### src/rtl/keypad_pkg.sv
// Shared definitions for the 4x4 keypad matrix scanner: FSM state
// encodings, key-code constants and the (row, column) -> key-code map.
package keypad_pkg;

    typedef enum logic [1:0] {
        ST_SCAN     = 2'd0,
        ST_DEBOUNCE = 2'd1,
        ST_HELD     = 2'd2,
        ST_RELEASE  = 2'd3
    } kp_state_e;

    localparam logic [3:0] KEY_STAR = 4'd14;
    localparam logic [3:0] KEY_HASH = 4'd15;

    // Physical layout: r0=1 2 3 A, r1=4 5 6 B, r2=7 8 9 C, r3=* 0 # D
    function automatic logic [3:0] key_map(input logic [1:0] row, input logic [1:0] col);
        logic [3:0] code;
        case ({row, col})
            4'd0:    code = 4'd1;
            4'd1:    code = 4'd2;
            4'd2:    code = 4'd3;
            4'd3:    code = 4'd10;
            4'd4:    code = 4'd4;
            4'd5:    code = 4'd5;
            4'd6:    code = 4'd6;
            4'd7:    code = 4'd11;
            4'd8:    code = 4'd7;
            4'd9:    code = 4'd8;
            4'd10:   code = 4'd9;
            4'd11:   code = 4'd12;
            4'd12:   code = KEY_STAR;
            4'd13:   code = 4'd0;
            4'd14:   code = KEY_HASH;
            4'd15:   code = 4'd13;
            default: code = 4'd0;
        endcase
        return code;
    endfunction

    // Digits 1..8 light bit (n-1) of the game bus; every other key leaves it dark
    function automatic logic [7:0] digit_onehot(input logic [3:0] code);
        logic [7:0] bus;
        if ((code >= 4'd1) && (code <= 4'd8)) begin
            bus = 8'd1 << (code - 4'd1);
        end else begin
            bus = 8'd0;
        end
        return bus;
    endfunction

endpackage

### src/rtl/keypad_matrix_scanner_if.sv
// Board-pin and game-side signals of the keypad scanner.
// master: the scanner itself; slave: the board/game side.
interface keypad_matrix_scanner_if;
    logic [3:0] row_in;     // active-low rows, asynchronous to clk
    logic [3:0] col_drv;    // active-low column drive, one bit low
    logic [7:0] keypad;     // one-hot digit level while held
    logic [3:0] key_code;   // last accepted key
    logic       key_valid;  // one-cycle accept strobe
    logic       key_held;   // key currently held

    modport master (
        input  row_in,
        output col_drv, keypad, key_code, key_valid, key_held
    );

    modport slave (
        output row_in,
        input  col_drv, keypad, key_code, key_valid, key_held
    );
endinterface

### src/rtl/keypad_tick_gen.sv
// Free-running prescaler: emits a one-cycle scan tick every SCAN_DIV clocks.
module keypad_tick_gen #(
    parameter int SCAN_DIV = 50000
) (
    input  logic clk,
    input  logic rst,       // asynchronous, active-low
    output logic tick_o
);
    localparam int           DIV_W = (SCAN_DIV > 1) ? $clog2(SCAN_DIV) : 1;
    localparam logic [DIV_W-1:0] DIV_LAST = DIV_W'(SCAN_DIV - 1);

    logic [DIV_W-1:0] div_q;

    // Prescaler counts 0..SCAN_DIV-1 and wraps
    always_ff @(posedge clk or negedge rst) begin
        if (!rst) begin
            div_q <= '0;
        end else if (div_q == DIV_LAST) begin
            div_q <= '0;
        end else begin
            div_q <= div_q + DIV_W'(1);
        end
    end

    assign tick_o = (div_q == DIV_LAST);
endmodule

### src/rtl/keypad_matrix_scanner.sv
// 4x4 membrane keypad scanner: rotates an active-low column strobe, samples
// synchronized rows once per scan tick, debounces one key at a time and
// reports it as key code, accept strobe, held level and one-hot digit bus.
// Optional auto-repeat of key_valid while held: define KEYPAD_REPEAT_EN.
module keypad_matrix_scanner
    import keypad_pkg::*;
#(
    parameter int SCAN_DIV       = 50000,
    parameter int DEBOUNCE_SCANS = 4,
    parameter int REPEAT_DELAY   = 64,
    parameter int REPEAT_RATE    = 16
) (
    input  logic clk,
    input  logic rst,       // asynchronous, active-low
    keypad_matrix_scanner_if.master kif
);
    localparam int MAX_A   = (DEBOUNCE_SCANS > REPEAT_DELAY) ? DEBOUNCE_SCANS : REPEAT_DELAY;
    localparam int MAX_CNT = (MAX_A > REPEAT_RATE) ? MAX_A : REPEAT_RATE;
    localparam int CNT_W   = $clog2(MAX_CNT + 1);
    localparam logic [CNT_W-1:0] CNT_ONE  = CNT_W'(1);
    localparam logic [CNT_W-1:0] DEB_LAST = CNT_W'(DEBOUNCE_SCANS - 1);
`ifdef KEYPAD_REPEAT_EN
    localparam logic [CNT_W-1:0] REP_LAST   = CNT_W'(REPEAT_DELAY - 1);
    localparam logic [CNT_W-1:0] REP_RELOAD = CNT_W'(REPEAT_DELAY - REPEAT_RATE);
    logic [CNT_W-1:0] rep_q, rep_d;
`endif

    kp_state_e        state_q, state_d;
    logic [3:0]       sync1_q, sync2_q;
    logic [3:0]       col_q, col_d;
    logic [CNT_W-1:0] cnt_q, cnt_d;
    logic [1:0]       row_q, row_d;
    logic [3:0]       code_q, code_d;
    logic [7:0]       keypad_q, keypad_d;
    logic             valid_q, valid_d;
    logic             held_q, held_d;

    logic       tick_s;
    logic [3:0] rows_low_s;
    logic       one_low_s, all_high_s;
    logic [1:0] row_idx_s, col_idx_s, acc_row_s;
    logic [3:0] col_rot_s;
    logic       accept_s;

    keypad_tick_gen #(.SCAN_DIV(SCAN_DIV)) u_tick (
        .clk    (clk),
        .rst    (rst),
        .tick_o (tick_s)
    );

    // Two-flop synchronizer for the asynchronous row inputs (idle = all high)
    always_ff @(posedge clk or negedge rst) begin
        if (!rst) begin
            sync1_q <= 4'b1111;
            sync2_q <= 4'b1111;
        end else begin
            sync1_q <= kif.row_in;
            sync2_q <= sync1_q;
        end
    end

    assign rows_low_s = ~sync2_q;
    assign all_high_s = (sync2_q == 4'b1111);
    // Exactly one row low; two or more is a ghost and is rejected
    assign one_low_s  = (rows_low_s != 4'd0) && ((rows_low_s & (rows_low_s - 4'd1)) == 4'd0);
    assign col_rot_s  = {col_q[2:0], col_q[3]};

    // Row and driven-column indices from their one-hot/one-cold patterns
    always_comb begin
        case (rows_low_s)
            4'b0010: row_idx_s = 2'd1;
            4'b0100: row_idx_s = 2'd2;
            4'b1000: row_idx_s = 2'd3;
            default: row_idx_s = 2'd0;
        endcase
        case (col_q)
            4'b1101: col_idx_s = 2'd1;
            4'b1011: col_idx_s = 2'd2;
            4'b0111: col_idx_s = 2'd3;
            default: col_idx_s = 2'd0;
        endcase
    end

    // Scan/debounce/hold/release decisions, taken only on a scan tick
    always_comb begin
        state_d   = state_q;
        col_d     = col_q;
        cnt_d     = cnt_q;
        row_d     = row_q;
        code_d    = code_q;
        keypad_d  = keypad_q;
        valid_d   = 1'b0;
        held_d    = held_q;
        accept_s  = 1'b0;
        acc_row_s = row_q;
`ifdef KEYPAD_REPEAT_EN
        rep_d     = rep_q;
`endif
        if (tick_s) begin
            case (state_q)
                ST_SCAN: begin
                    if (one_low_s) begin
                        row_d     = row_idx_s;
                        acc_row_s = row_idx_s;
                        if (DEBOUNCE_SCANS <= 1) begin
                            accept_s = 1'b1;
                        end else begin
                            cnt_d   = CNT_ONE;
                            state_d = ST_DEBOUNCE;
                        end
                    end else begin
                        col_d = col_rot_s;
                    end
                end
                ST_DEBOUNCE: begin
                    if (one_low_s && (row_idx_s == row_q)) begin
                        if (cnt_q >= DEB_LAST) begin
                            accept_s = 1'b1;
                        end else begin
                            cnt_d = cnt_q + CNT_ONE;
                        end
                    end else begin
                        cnt_d   = '0;
                        state_d = ST_SCAN;
                    end
                end
                ST_HELD: begin
                    if (all_high_s) begin
                        if (cnt_q >= DEB_LAST) begin
                            cnt_d   = '0;
                            state_d = ST_RELEASE;
                        end else begin
                            cnt_d = cnt_q + CNT_ONE;
                        end
                    end else begin
                        cnt_d = '0;
                    end
`ifdef KEYPAD_REPEAT_EN
                    // Repeat count restarts whenever the key looks released
                    if (all_high_s) begin
                        rep_d = '0;
                    end else if (rep_q >= REP_LAST) begin
                        valid_d = 1'b1;
                        rep_d   = REP_RELOAD;
                    end else begin
                        rep_d = rep_q + CNT_ONE;
                    end
`endif
                end
                ST_RELEASE: begin
                    keypad_d = 8'd0;
                    held_d   = 1'b0;
                    col_d    = col_rot_s;
                    cnt_d    = '0;
                    state_d  = ST_SCAN;
                end
                default: begin
                    cnt_d   = '0;
                    state_d = ST_SCAN;
                end
            endcase
            if (accept_s) begin
                code_d   = key_map(acc_row_s, col_idx_s);
                keypad_d = digit_onehot(key_map(acc_row_s, col_idx_s));
                valid_d  = 1'b1;
                held_d   = 1'b1;
                cnt_d    = '0;
                state_d  = ST_HELD;
`ifdef KEYPAD_REPEAT_EN
                rep_d    = '0;
`endif
            end else begin
                held_d = held_d;
            end
        end else begin
            valid_d = 1'b0;
        end
    end

    // State and output registers; reset clears everything immediately
    always_ff @(posedge clk or negedge rst) begin
        if (!rst) begin
            state_q  <= ST_SCAN;
            col_q    <= 4'b1110;
            cnt_q    <= '0;
            row_q    <= 2'd0;
            code_q   <= 4'd0;
            keypad_q <= 8'd0;
            valid_q  <= 1'b0;
            held_q   <= 1'b0;
`ifdef KEYPAD_REPEAT_EN
            rep_q    <= '0;
`endif
        end else begin
            state_q  <= state_d;
            col_q    <= col_d;
            cnt_q    <= cnt_d;
            row_q    <= row_d;
            code_q   <= code_d;
            keypad_q <= keypad_d;
            valid_q  <= valid_d;
            held_q   <= held_d;
`ifdef KEYPAD_REPEAT_EN
            rep_q    <= rep_d;
`endif
        end
    end

    assign kif.col_drv   = col_q;
    assign kif.keypad    = keypad_q;
    assign kif.key_code  = code_q;
    assign kif.key_valid = valid_q;
    assign kif.key_held  = held_q;
endmodule
### src/flat_wrapper.sv
// flat-port wrapper written by rule: the top's interface ports become plain ports
module keypad_matrix_scanner_flat import keypad_pkg::*;
#(
    parameter int SCAN_DIV       = 50000,
    parameter int DEBOUNCE_SCANS = 4,
    parameter int REPEAT_DELAY   = 64,
    parameter int REPEAT_RATE    = 16
)
  (clk, rst, kif_row_in, kif_col_drv, kif_keypad, kif_key_code, kif_key_valid, kif_key_held);
  keypad_matrix_scanner_if kif_i ();
  input  logic clk;
  input  logic rst;
  input wire logic [$bits(kif_i.row_in)-1:0] kif_row_in;
  output wire logic [$bits(kif_i.col_drv)-1:0] kif_col_drv;
  output wire logic [$bits(kif_i.keypad)-1:0] kif_keypad;
  output wire logic [$bits(kif_i.key_code)-1:0] kif_key_code;
  output wire logic [$bits(kif_i.key_valid)-1:0] kif_key_valid;
  output wire logic [$bits(kif_i.key_held)-1:0] kif_key_held;
  assign kif_i.row_in = kif_row_in;
  assign kif_col_drv = kif_i.col_drv;
  assign kif_keypad = kif_i.keypad;
  assign kif_key_code = kif_i.key_code;
  assign kif_key_valid = kif_i.key_valid;
  assign kif_key_held = kif_i.key_held;
  keypad_matrix_scanner #(.SCAN_DIV(SCAN_DIV), .DEBOUNCE_SCANS(DEBOUNCE_SCANS), .REPEAT_DELAY(REPEAT_DELAY), .REPEAT_RATE(REPEAT_RATE)) u_core (.clk(clk), .rst(rst), .kif(kif_i));
endmodule
### config.mk
export PLATFORM = sky130hd
export DESIGN_NAME = keypad_matrix_scanner_flat
export DESIGN_NICKNAME = d
export VERILOG_FILES = /design/src/rtl/keypad_pkg.sv /design/src/rtl/keypad_matrix_scanner_if.sv /design/src/rtl/keypad_tick_gen.sv /design/src/rtl/keypad_matrix_scanner.sv /design/src/flat_wrapper.sv
export SDC_FILE = /design/constraint.sdc
export NUM_CORES = 1
export LEC_CHECK = 0
export CORE_MARGIN = 8
export CORE_UTILIZATION = 55
export CTS_CLUSTER_DIAMETER = 150
export DETAILED_ROUTE_END_ITERATION = 16
export PLACE_DENSITY_LB_ADDON = 0.3
export SLEW_MARGIN = 20
export SYNTH_ARGS = -nofsm -noshare
export SYNTH_HDL_FRONTEND = slang
export SYNTH_SLANG_ARGS = --single-unit
export TNS_END_PERCENT = 50
### constraint.sdc
create_clock -name clk -period 6.4 [get_ports clk]
set_clock_uncertainty 0.05 [all_clocks]
set_input_delay 1.28 -clock clk [delete_from_list [all_inputs] [get_ports clk]]
set_output_delay 1.28 -clock clk [all_outputs]
set_load 0.01 [all_outputs]
==> metrics.yaml, run 1 <==
status:
  status: "finished clean"
synthesis:
  ys_ff_latch: 53
  muxShareOfSynthArea: 0.0396
  synthTopCellsByCount: "42 x dfrtp_1, 24 x nand2_1, 19 x nor2_1"
  synth_top_family_by_area: "simple AND/OR/NAND/NOR gates"
  synthCells: 258
  synth_top_area_frac: 0.383
  synth_warnings: 0
  synth_edf_count: 0
  avgSynthCellArea_um2: 10.6
  synthXorXnorAreaFrac: 0.0574
  post-synth-top-count-cell: "dfrtp_1"
  synth_flop_cell: "dfrtp_1"
  synthArstFlopShare: 1.00
  yosysUniqueCellTypes: 60
  synthAdderAreaFrac: 0.0273
  synth.area.top_cells: "dfrtp_1 38%, dfstp_2 11%, nand2_1 3.3%"
  synth-simple-area-share: 0.231
  synth_compound_area_frac: 0.129
  synth_area_leader_cell: "dfrtp_1"
  seq_area_frac_synth: 0.488
  synthesis.area_mm2: 0.00275
  syn-num-nets: 270
place:
  gp_congestion: 0.848
  io_buffers: 23
  dp_hpwl_um: 3770
sta:
  post-route-period-util: 0.433
  worst_slew_pin_slew_ps: 1020
  hold_viol: 0
  drv_slew: 0
  max_slew_margin: 0.312
  rsz0062_at_grt: "false"
  final.min_clock_period_ps: 2770
  timing.setup.tns_ps: 0
  holdWs_ps: 309
  max_freq_ghz: 0.361
  setup_violations: 0
clocking:
  cts_buffers: 5
  cts_resized: 0
  path_clk_slew_ps: 100
  cts_tree: "yes"
  cts_setup_buffers: 0
  clockBufferDepth: 2
  cts-htree-levels: 2
  postCtsHoldBufs: 0
  worstSkewPairLatency_ps: 310
  cts.sinks: 53
  clockRootBuffer: "clkbuf_8"
cells_and_area:
  diodes: 0
  nets: 292
  area_growth_syn_to_layout_pct: 14.1
  drive_above_1_share: 0.160
drt:
  wire_per_inst_um: 14.9
  drtIter0Drc: 128
  wl_um: 5200
  via_count: 1953
  dr.pass1.iters: 4
  drtAntennaViolNets: 0
  viasPerCell: 5.61
  drcViolationCount: 0
critical_path:
  start_kind: "flop"
  worstSetupEndpointType: "primary output"
  critical_path.cell_chain: "clkdlybuf4s50_1"
  crit_fanout: 5
  path_depth: 1
  cp_top_family: "flip-flops"
  slowest_stage: "dfstp_2"
  worstSetupPathType: "reg -> out"
  crit_path_max_incr_delay_ps: 580
  rr_worst_depth: 7
  critPathArrivalTime_ps: 1440
  critPathBufInv: 1
  crit_required_ps: 5070
global_route:
  grt_max_degree: 54
  antenna_found_initial: 0
  grt-ovfl-total: 0
  grt_pass1_vias: 1892
  grt_pass1_wl_um: 8960
  grt_usage: 0.147
pwr:
  leakagePower_nw: 1.33
  ir_drop_mv: 0.141
  power_density_mw_per_mm2: 189
die:
  die_area_mm2: 0.00751
  dieWidth_um: 86.7
  ios: 24
  num_rows: 25
  initial_core_util: 0.574
  design.core.area_mm2: 0.00479
  die_height_um: 86.7
worst_hold_path:
  hold_path_class: "reg -> reg"
  min_path_cells: 0
flow_run:
  maxCapViolations: 0
where the power goes:
| part | total (W) | switching, W | internal [W] |
|---|---|---|---|
| logic | 0.0000265 | 0.0000165 | 0.0000101 |
| clock network | 0.000222 | 0.000110 | 0.000112 |
| registers | 0.000344 | 0.00000402 | 0.000340 |
layer usage:
layer	vias up	global-route usage	share of wire
li1	962	-	-
met1	943	0.173	0.46
met2	41	0.254	0.49
met3	7	0.0350	0.042
met4	0	0.0485	0.010
met5	-	0	0
kinds of logic after synthesis:
kind of cell	after synthesis
compound gates	51
simple gates	104
buf+inv	16
mux	10
fa+ha+maj	6
flops	53
xor+xnor	18
final timing paths:
check / to / slack [ps] / from
max in group asynchronous: u_core.u_tick.div_q[15] / 4850 / rst
hold reg to reg: u_core.sync2_q[2] / 310 / u_core.sync1_q[2]
min in group asynchronous: u_core.kif.key_code[0] / 1020 / rst
hold / removal: u_core.sync2_q[2] / 310 / u_core.sync1_q[2]
setup / recovery: kif_col_drv[1] / 3630 / u_core.kif.col_drv[1]
setup reg to reg: u_core.kif.keypad[5] / 3670 / u_core.u_tick.div_q[11]
flip-flops by register name, indices dropped and copies added, names as in the netlist:
register / cells
u_core.row_q: 2
u_core.kif.keypad: 8
u_core.kif.key_code: 4
u_core.u_tick.div_q: 16
u_core.state_q: 2
u_core.kif.col_drv: 4
u_core.kif.key_held: 1
u_core.sync2_q: 4
u_core.cnt_q: 7
u_core.sync1_q: 4
u_core.kif.key_valid: 1
area by class of cell:
| type | count | area (um^2) |
|---|---|---|
| inverter | 6 | 22.5 |
| tap | 67 | 83.8 |
| timing repair buffer | 25 | 240 |
| clock inverter | 1 | 6.26 |
| sequential | 53 | 1340 |
| clock buffer | 7 | 108 |
| multi-input combinational | 189 | 1330 |
| fill | 372 | 1650 |
cells in the final DEF, fill, tap and decap left out, types with 3 or more instances in the layout:
cell and instances:
clkdlybuf4s50_1 22, nor4_1 3, mux2_2 5, dfrtp_1 42
mux2i_1 3, and2_1 6, dfstp_2 11, nor2_1 19
nand3b_1 3, a21oi_1 11, inv_1 6, o21ai_0 7
nor3_1 5, nand2_1 24, xnor2_1 9, clkbuf_8 6
ha_1 6, o21a_1 4, o21ai_1 9, xor2_1 9
or3b_1 3, nand4_1 4, nand3_1 9
through the flow:
step / total power, W / utilization / instance area, um^2 / cells / setup WS [ps]
floorplan: 0.000364 / - / 2750 / 258 / 3920
global placement: 0.000376 / 0.631 / 3020 / 340 / 3750
detailed placement: 0.000377 / 0.631 / 3020 / 340 / 3610
CTS: 0.000598 / 0.655 / 3130 / 348 / 3590
global route: 0.000614 / 0.655 / 3130 / 348 / 3440
finish: 0.000592 / 0.655 / 3130 / 348 / 3630
Power figures use the tool's default switching activity.
==> run 2: changes to the inputs <==
Clock period 6.4 ns to 2.6 ns, I/O delays scaled along.
==> metrics.yaml, run 2 (synthesized netlist as in run 1, its figures left out) <==
status:
  status: "finished clean"
sta:
  max_freq_ghz: 0.407
  drv_slew: 0  # unchanged
  setup_violations: 0  # unchanged
  max_slew_margin: 0.609  # +0.296
  worst_slew_pin_slew_ps: 581  # -443 ps
  final.min_clock_period_ps: 2460
  hold_viol: 0  # unchanged
  post-route-period-util: 0.945
  timing.setup.tns_ps: 0  # unchanged
  rsz0062_at_grt: "false"
cells_and_area:
  multi_input_area_mm2: 0.00133  # unchanged
  nets: 305  # +4.5%
  area_growth_syn_to_layout_pct: 18.3
  most-common-layout-cells: "42 x dfrtp_1, 24 x nand2_1, 22 x clkdlybuf4s50_1, 19 x nor2_1, 13 x buf_4"
  n_fill_cell: 376  # +1.1%
  diodes: 0  # unchanged
  top_register: "u_core.u_tick.div_q"
  layout.cells.most_common: "dfrtp_1"
  largest_reg_flops: 16  # unchanged
  regArea_mm2: 0.00134  # unchanged
  drive_above_1_share: 0.197  # +0.0371
pwr:
  p_int_w: 0.00118  # +160%
  leakagePower_nw: 1.40  # +5.3%
  p_switching_w: 0.000311  # +140%
  power_density_mw_per_mm2: 459  # +140%
  p_seq_frac: 0.566  # -0.014
  clockPowerShare: 0.385  # +0.010
  finalPower_w: 0.00149  # +150%
  combinationalPowerShare: 0.049  # +0.004
  switching_share: 0.209  # -0.0120
  ir_drop_mv: 0.383  # +170%
critical_path:
  worstSetupPathType: "reg -> reg"
  critPathBufInv: 3  # +2
  crit_required_ps: 2740  # -2330 ps
  slowest_stage: "or4_1"
  critical_path.cell_chain: "ha_1 -> or4_1 -> a2111oi_4 -> buf_6 -> nor4_4 -> buf_4 -> buf_4 -> nor2_1 -> a21oi_1"
  crit_fanout: 7  # +2
  worstSetupEndpointType: "flop"
  crit_top_cell: "buf_4"
  critPathArrivalTime_ps: 2590  # +1150 ps
  cp_top_family: "simple AND/OR/NAND/NOR gates"
  crit_path_max_incr_delay_ps: 570  # about the same
  start_kind: "flop"
clocking:
  cts-htree-levels: 2  # unchanged
  cts.sinks: 53  # unchanged
  clockBufferDepth: 2  # unchanged
  cts_tree: "yes"
  postCtsHoldBufs: 0  # unchanged
  worstSkewPairLatency_ps: 300  # about the same
  clockRootBuffer: "clkbuf_8"
  cts_buffers: 5  # unchanged
  path_clk_slew_ps: 100  # about the same
die:
  die_height_um: 86.7  # unchanged
  dieWidth_um: 86.7  # unchanged
  num_rows: 25  # unchanged
  design.core.area_mm2: 0.00479  # unchanged
  initial_core_util: 0.574  # unchanged
  die_area_mm2: 0.00751  # unchanged
  ios: 24  # unchanged
place:
  dp_hpwl_um: 3800  # +0.88%
  io_buffers: 23  # unchanged
  gp_congestion: 0.857  # +1.1%
drt:
  dr.pass1.iters: 5  # +1
  drcViolationCount: 0  # unchanged
  viasPerCell: 5.61  # about the same
  wire_per_inst_um: 14.3  # -4.3%
  drtAntennaViolNets: 0  # unchanged
  drtIter0Drc: 91  # -29%
  via_count: 2025  # +3.7%
  wl_um: 5160  # -0.73%
global_route:
  grt_pass1_vias: 1945  # +2.8%
  grt_pass1_wl_um: 8920  # -0.39%
  grt_usage: 0.147  # +0.000406
  grt-ovfl-total: 0  # unchanged
  antenna_found_initial: 0  # unchanged
  grt_max_degree: 54  # unchanged
flow_run:
  maxCapViolations: 0  # unchanged
worst_hold_path:
  hold_path_class: "in -> async"
[run 2: cell types whose count changed in the layout (fill, tap and decap cells not counted)]
cell       delta
buf_6         +1
bufinv_16     +1
clkbuf_1      +1
clkbuf_16     -1
buf_4        +11
inv_4         -1
a21boi_1      +1
buf_12        +1
inv_2         +1
inv_1         -1
a21boi_0      -1
[run 2: metal layers]
layer,vias up,GRT usage,share of wire
li1,989,-,-
met1,972,0.183,0.45
met2,52,0.237,0.47
met3,12,0.0369,0.053
met4,0,0.0610,0.022
met5,-,0,0
[run 2: timing repair]
action	CTS	global route
buffers inserted	0	3
setup endpoints to repair	0	6
resized for setup	0	3
[run 2: final timing paths]
| kind | cells after the start | to | from | slack (ps) |
|---|---|---|---|---|
| max | 9 | u_core.kif.key_code[0] | u_core.cnt_q[0] | 140 |
| min in group clk | 0 | u_core.sync2_q[3] | u_core.sync1_q[3] | 310 |
| max in group asynchronous | 2 | u_core.sync2_q[1] | rst | 2060 |
| min reg2reg | 0 | u_core.sync2_q[3] | u_core.sync1_q[3] | 310 |
| max reg2reg | 9 | u_core.kif.key_code[0] | u_core.cnt_q[0] | 140 |
| min | 2 | u_core.kif.keypad[2] | rst | 120 |
[run 2: stage by stage]
step / area (um^2) / setup WS, ps / utilization / hold slack (ps) / std cells
detailed placement: 3110 / 74.5 / 0.649 / 297 / 350
finish: 3250 / 144 / 0.679 / 122 / 361
floorplan: 2750 / 120 / - / 174 / 258
global route: 3250 / 16.4 / 0.679 / 157 / 361
global placement: 3110 / 161 / 0.649 / 296 / 350
CTS: 3220 / 64.1 / 0.673 / 151 / 358
[run 2: cell type report]
cell class,instances,area share
inverters,6,0.00693
multi-input cells,189,0.410
repair buffers,38,0.109
clock buffers,7,0.0266
clock inverters,1,0.00924
well taps,67,0.0258
flip-flops and latches,53,0.412
[run 2: worst reg2reg max path, stage by stage (launching register included)]
cell and delay [ps]:
dfrtp_1 450, ha_1 210, or4_1 570, a2111oi_4 410
buf_6 190, nor4_4 50, buf_4 160, buf_4 140
nor2_1 80, a21oi_1 50
[run 2: power groups by stage]
stage	sequential, W	combinational (W)	clock (W)
6_report	0.000844	0.0000724	0.000574
5_1_grt	0.000845	0.0000814	0.000619
4_1_cts	0.000844	0.0000736	0.000587
3_5_place_dp	0.000859	0.0000735	0
3_3_place_gp	0.000858	0.0000726	0
2_1_floorplan	0.000853	0.0000438	0
==> run 3: changes to the inputs <==
Settings changed: PLACE_DENSITY set to 0.77, PLACE_DENSITY_LB_ADDON 0.3 to not set, SKIP_LAST_GASP set to 1.
==> metrics.yaml, run 3 (synthesized netlist as in run 1, its figures left out) <==
critical_path:
  critPathBufInv: 0  # -3
  start_kind: "flop"
  critical_path.cell_chain: "or4bb_1 -> nor4_4 -> nand2_2 -> nor4_4 -> o221ai_1 -> o21a_1"
  worstSetupPathType: "reg -> reg"
  crit_required_ps: 2750  # about the same
  rr_worst_depth: 6  # -3
  worstSetupEndpointType: "flop"
  cp_top_family: "simple AND/OR/NAND/NOR gates"
  path_depth: 6  # -3
  crit_path_max_incr_delay_ps: 600  # +30 ps
  critPathArrivalTime_ps: 2630  # +40 ps
  slowest_stage: "or4bb_1"
  crit_top_cell: "nor4_4"
  crit_fanout: 8  # +1
die:
  initial_core_util: 0.574  # unchanged
  die_height_um: 86.7  # unchanged
  design.core.area_mm2: 0.00479  # unchanged
  num_rows: 25  # unchanged
  die_area_mm2: 0.00751  # unchanged
  dieWidth_um: 86.7  # unchanged
  ios: 24  # unchanged
drt:
  drcViolationCount: 0  # unchanged
  dr.pass1.iters: 4  # -1
  drtAntennaViolNets: 0  # unchanged
  via_count: 1951  # -3.7%
  viasPerCell: 5.46  # -2.6%
  wl_um: 4990  # -3.3%
  wire_per_inst_um: 14.0  # -2.2%
  drtIter0Drc: 89  # -2.2%
cells_and_area:
  layout.cells.most_common: "dfrtp_1"
  diodes: 0  # unchanged
  fin_util: 0.671  # -0.00837
  most-common-layout-cells: "42 x dfrtp_1, 24 x nand2_1, 22 x clkdlybuf4s50_1, 19 x nor2_1"
  largest_reg_flops: 16  # unchanged
  drive_above_1_share: 0.190  # -0.00762
  area_growth_syn_to_layout_pct: 16.9
  top_register: "u_core.u_tick.div_q"
  nets: 301  # -1.3%
clocking:
  path_clk_slew_ps: 90  # about the same
  cts_setup_buffers: 0  # unchanged
  cts_buffers: 5  # unchanged
  postCtsHoldBufs: 0  # unchanged
  worstSkewPairLatency_ps: 300  # about the same
  clockBufferDepth: 2  # unchanged
  cts.sinks: 53  # unchanged
  cts_tree: "yes"
  clockRootBuffer: "clkbuf_8"
  cts-htree-levels: 2  # unchanged
place:
  io_buffers: 23  # unchanged
  dp_hpwl_um: 3800  # about the same
  gp_congestion: 0.878  # +2.5%
global_route:
  grt_max_degree: 29  # -46%
  grt-ovfl-total: 0  # unchanged
  antenna_found_initial: 0  # unchanged
  grt_usage: 0.145  # -0.00217
  grt_pass1_vias: 1942  # -0.15%
  grt_pass1_wl_um: 8830  # -1.1%
flow_run:
  maxCapViolations: 0  # unchanged
pwr:
  finalPower_w: 0.00143  # -4.0%
  power_density_mw_per_mm2: 446  # -2.8%
  leakagePower_nw: 1.38  # -1.8%
  ir_drop_mv: 0.346  # -9.5%
sta:
  max_slew_margin: 0.519  # -0.0899
  setup_violations: 0  # unchanged
  rsz0062_at_grt: "true"
  timing.setup.tns_ps: 0  # unchanged
  worst_slew_pin_slew_ps: 714  # +133 ps
  drv_slew: 0  # unchanged
  max_freq_ghz: 0.404  # -0.80%
  hold_viol: 0  # unchanged
  final.min_clock_period_ps: 2480  # +19.8 ps
  post-route-period-util: 0.952  # +0.00761
worst_hold_path:
  hold_path_class: "in -> async"
status:
  status: "finished clean"
run 3: changes by cell type in the layout (fill, tap and decap cells not counted):
cell | previous run | this run
inv_6 | 0 | 1
buf_6 | 1 | 0
bufinv_16 | 1 | 0
buf_4 | 13 | 10
a21boi_2 | 0 | 1
clkbuf_8 | 6 | 5
a21boi_1 | 1 | 0
clkbuf_16 | 0 | 1
run 3: layer usage:
metal / up-vias / wire (um) / global-route usage
li1: 973 / - / -
met1: 927 / 2290 / 0.180
met2: 42 / 2380 / 0.243
met3: 9 / 224 / 0.0331
met4: 0 / 95 / 0.0438
met5: - / 0 / 0
run 3: area by class of cell:
class / instances / area [um^2]
Sequential cell: 53 / 1340
Clock inverter: 1 / 8.76
Inverter: 6 / 22.5
Fill cell: 389 / 1580
Clock buffer: 7 / 97.6
Timing Repair Buffer: 34 / 320
Tap cell: 67 / 83.8
Multi-Input combinational cell: 189 / 1340
run 3: path summary, 6_finish.rpt:
kind                       slack [ps]                    start                     end
min                               160                      rst    u_core.kif.keypad[1]
max reg2reg                       120  u_core.u_tick.div_q[12]  u_core.kif.key_code[1]
min in group clk                  310        u_core.sync1_q[2]       u_core.sync2_q[2]
min reg2reg                       310        u_core.sync1_q[2]       u_core.sync2_q[2]
max                               120  u_core.u_tick.div_q[12]  u_core.kif.key_code[1]
max in group asynchronous        1790                      rst       u_core.state_q[0]
run 3: repair_timing:
action                     CTS  global route
gates resized for setup      0             3
setup endpoints to repair    0             6
hold endpoints to repair     0             0
run 3: worst reg2reg max path, delay by kind of cell (launching register included):
family / cells / cell delay, ps
simple gates: 4 / 1540
flops: 1 / 430
compound gates: 2 / 360
run 3: through the flow:
stage | setup slack, ps | std cells | cell area [um^2] | hold slack [ps]
after floorplan | 120 | 258 | 2750 | 174
after global placement | 156 | 349 | 3100 | 296
after detailed placement | 88.6 | 349 | 3100 | 297
after CTS | 73.5 | 357 | 3210 | 179
after global routing | -2.04 | 357 | 3210 | 210
final | 124 | 357 | 3210 | 162
run 3: power breakdown:
part,leakage [nW],switching (W),total (W),internal (W)
combinational,0.636,0.0000424,0.0000721,0.0000296
clock,0.0540,0.000263,0.000515,0.000252
sequential,0.688,0.00000832,0.000844,0.000836
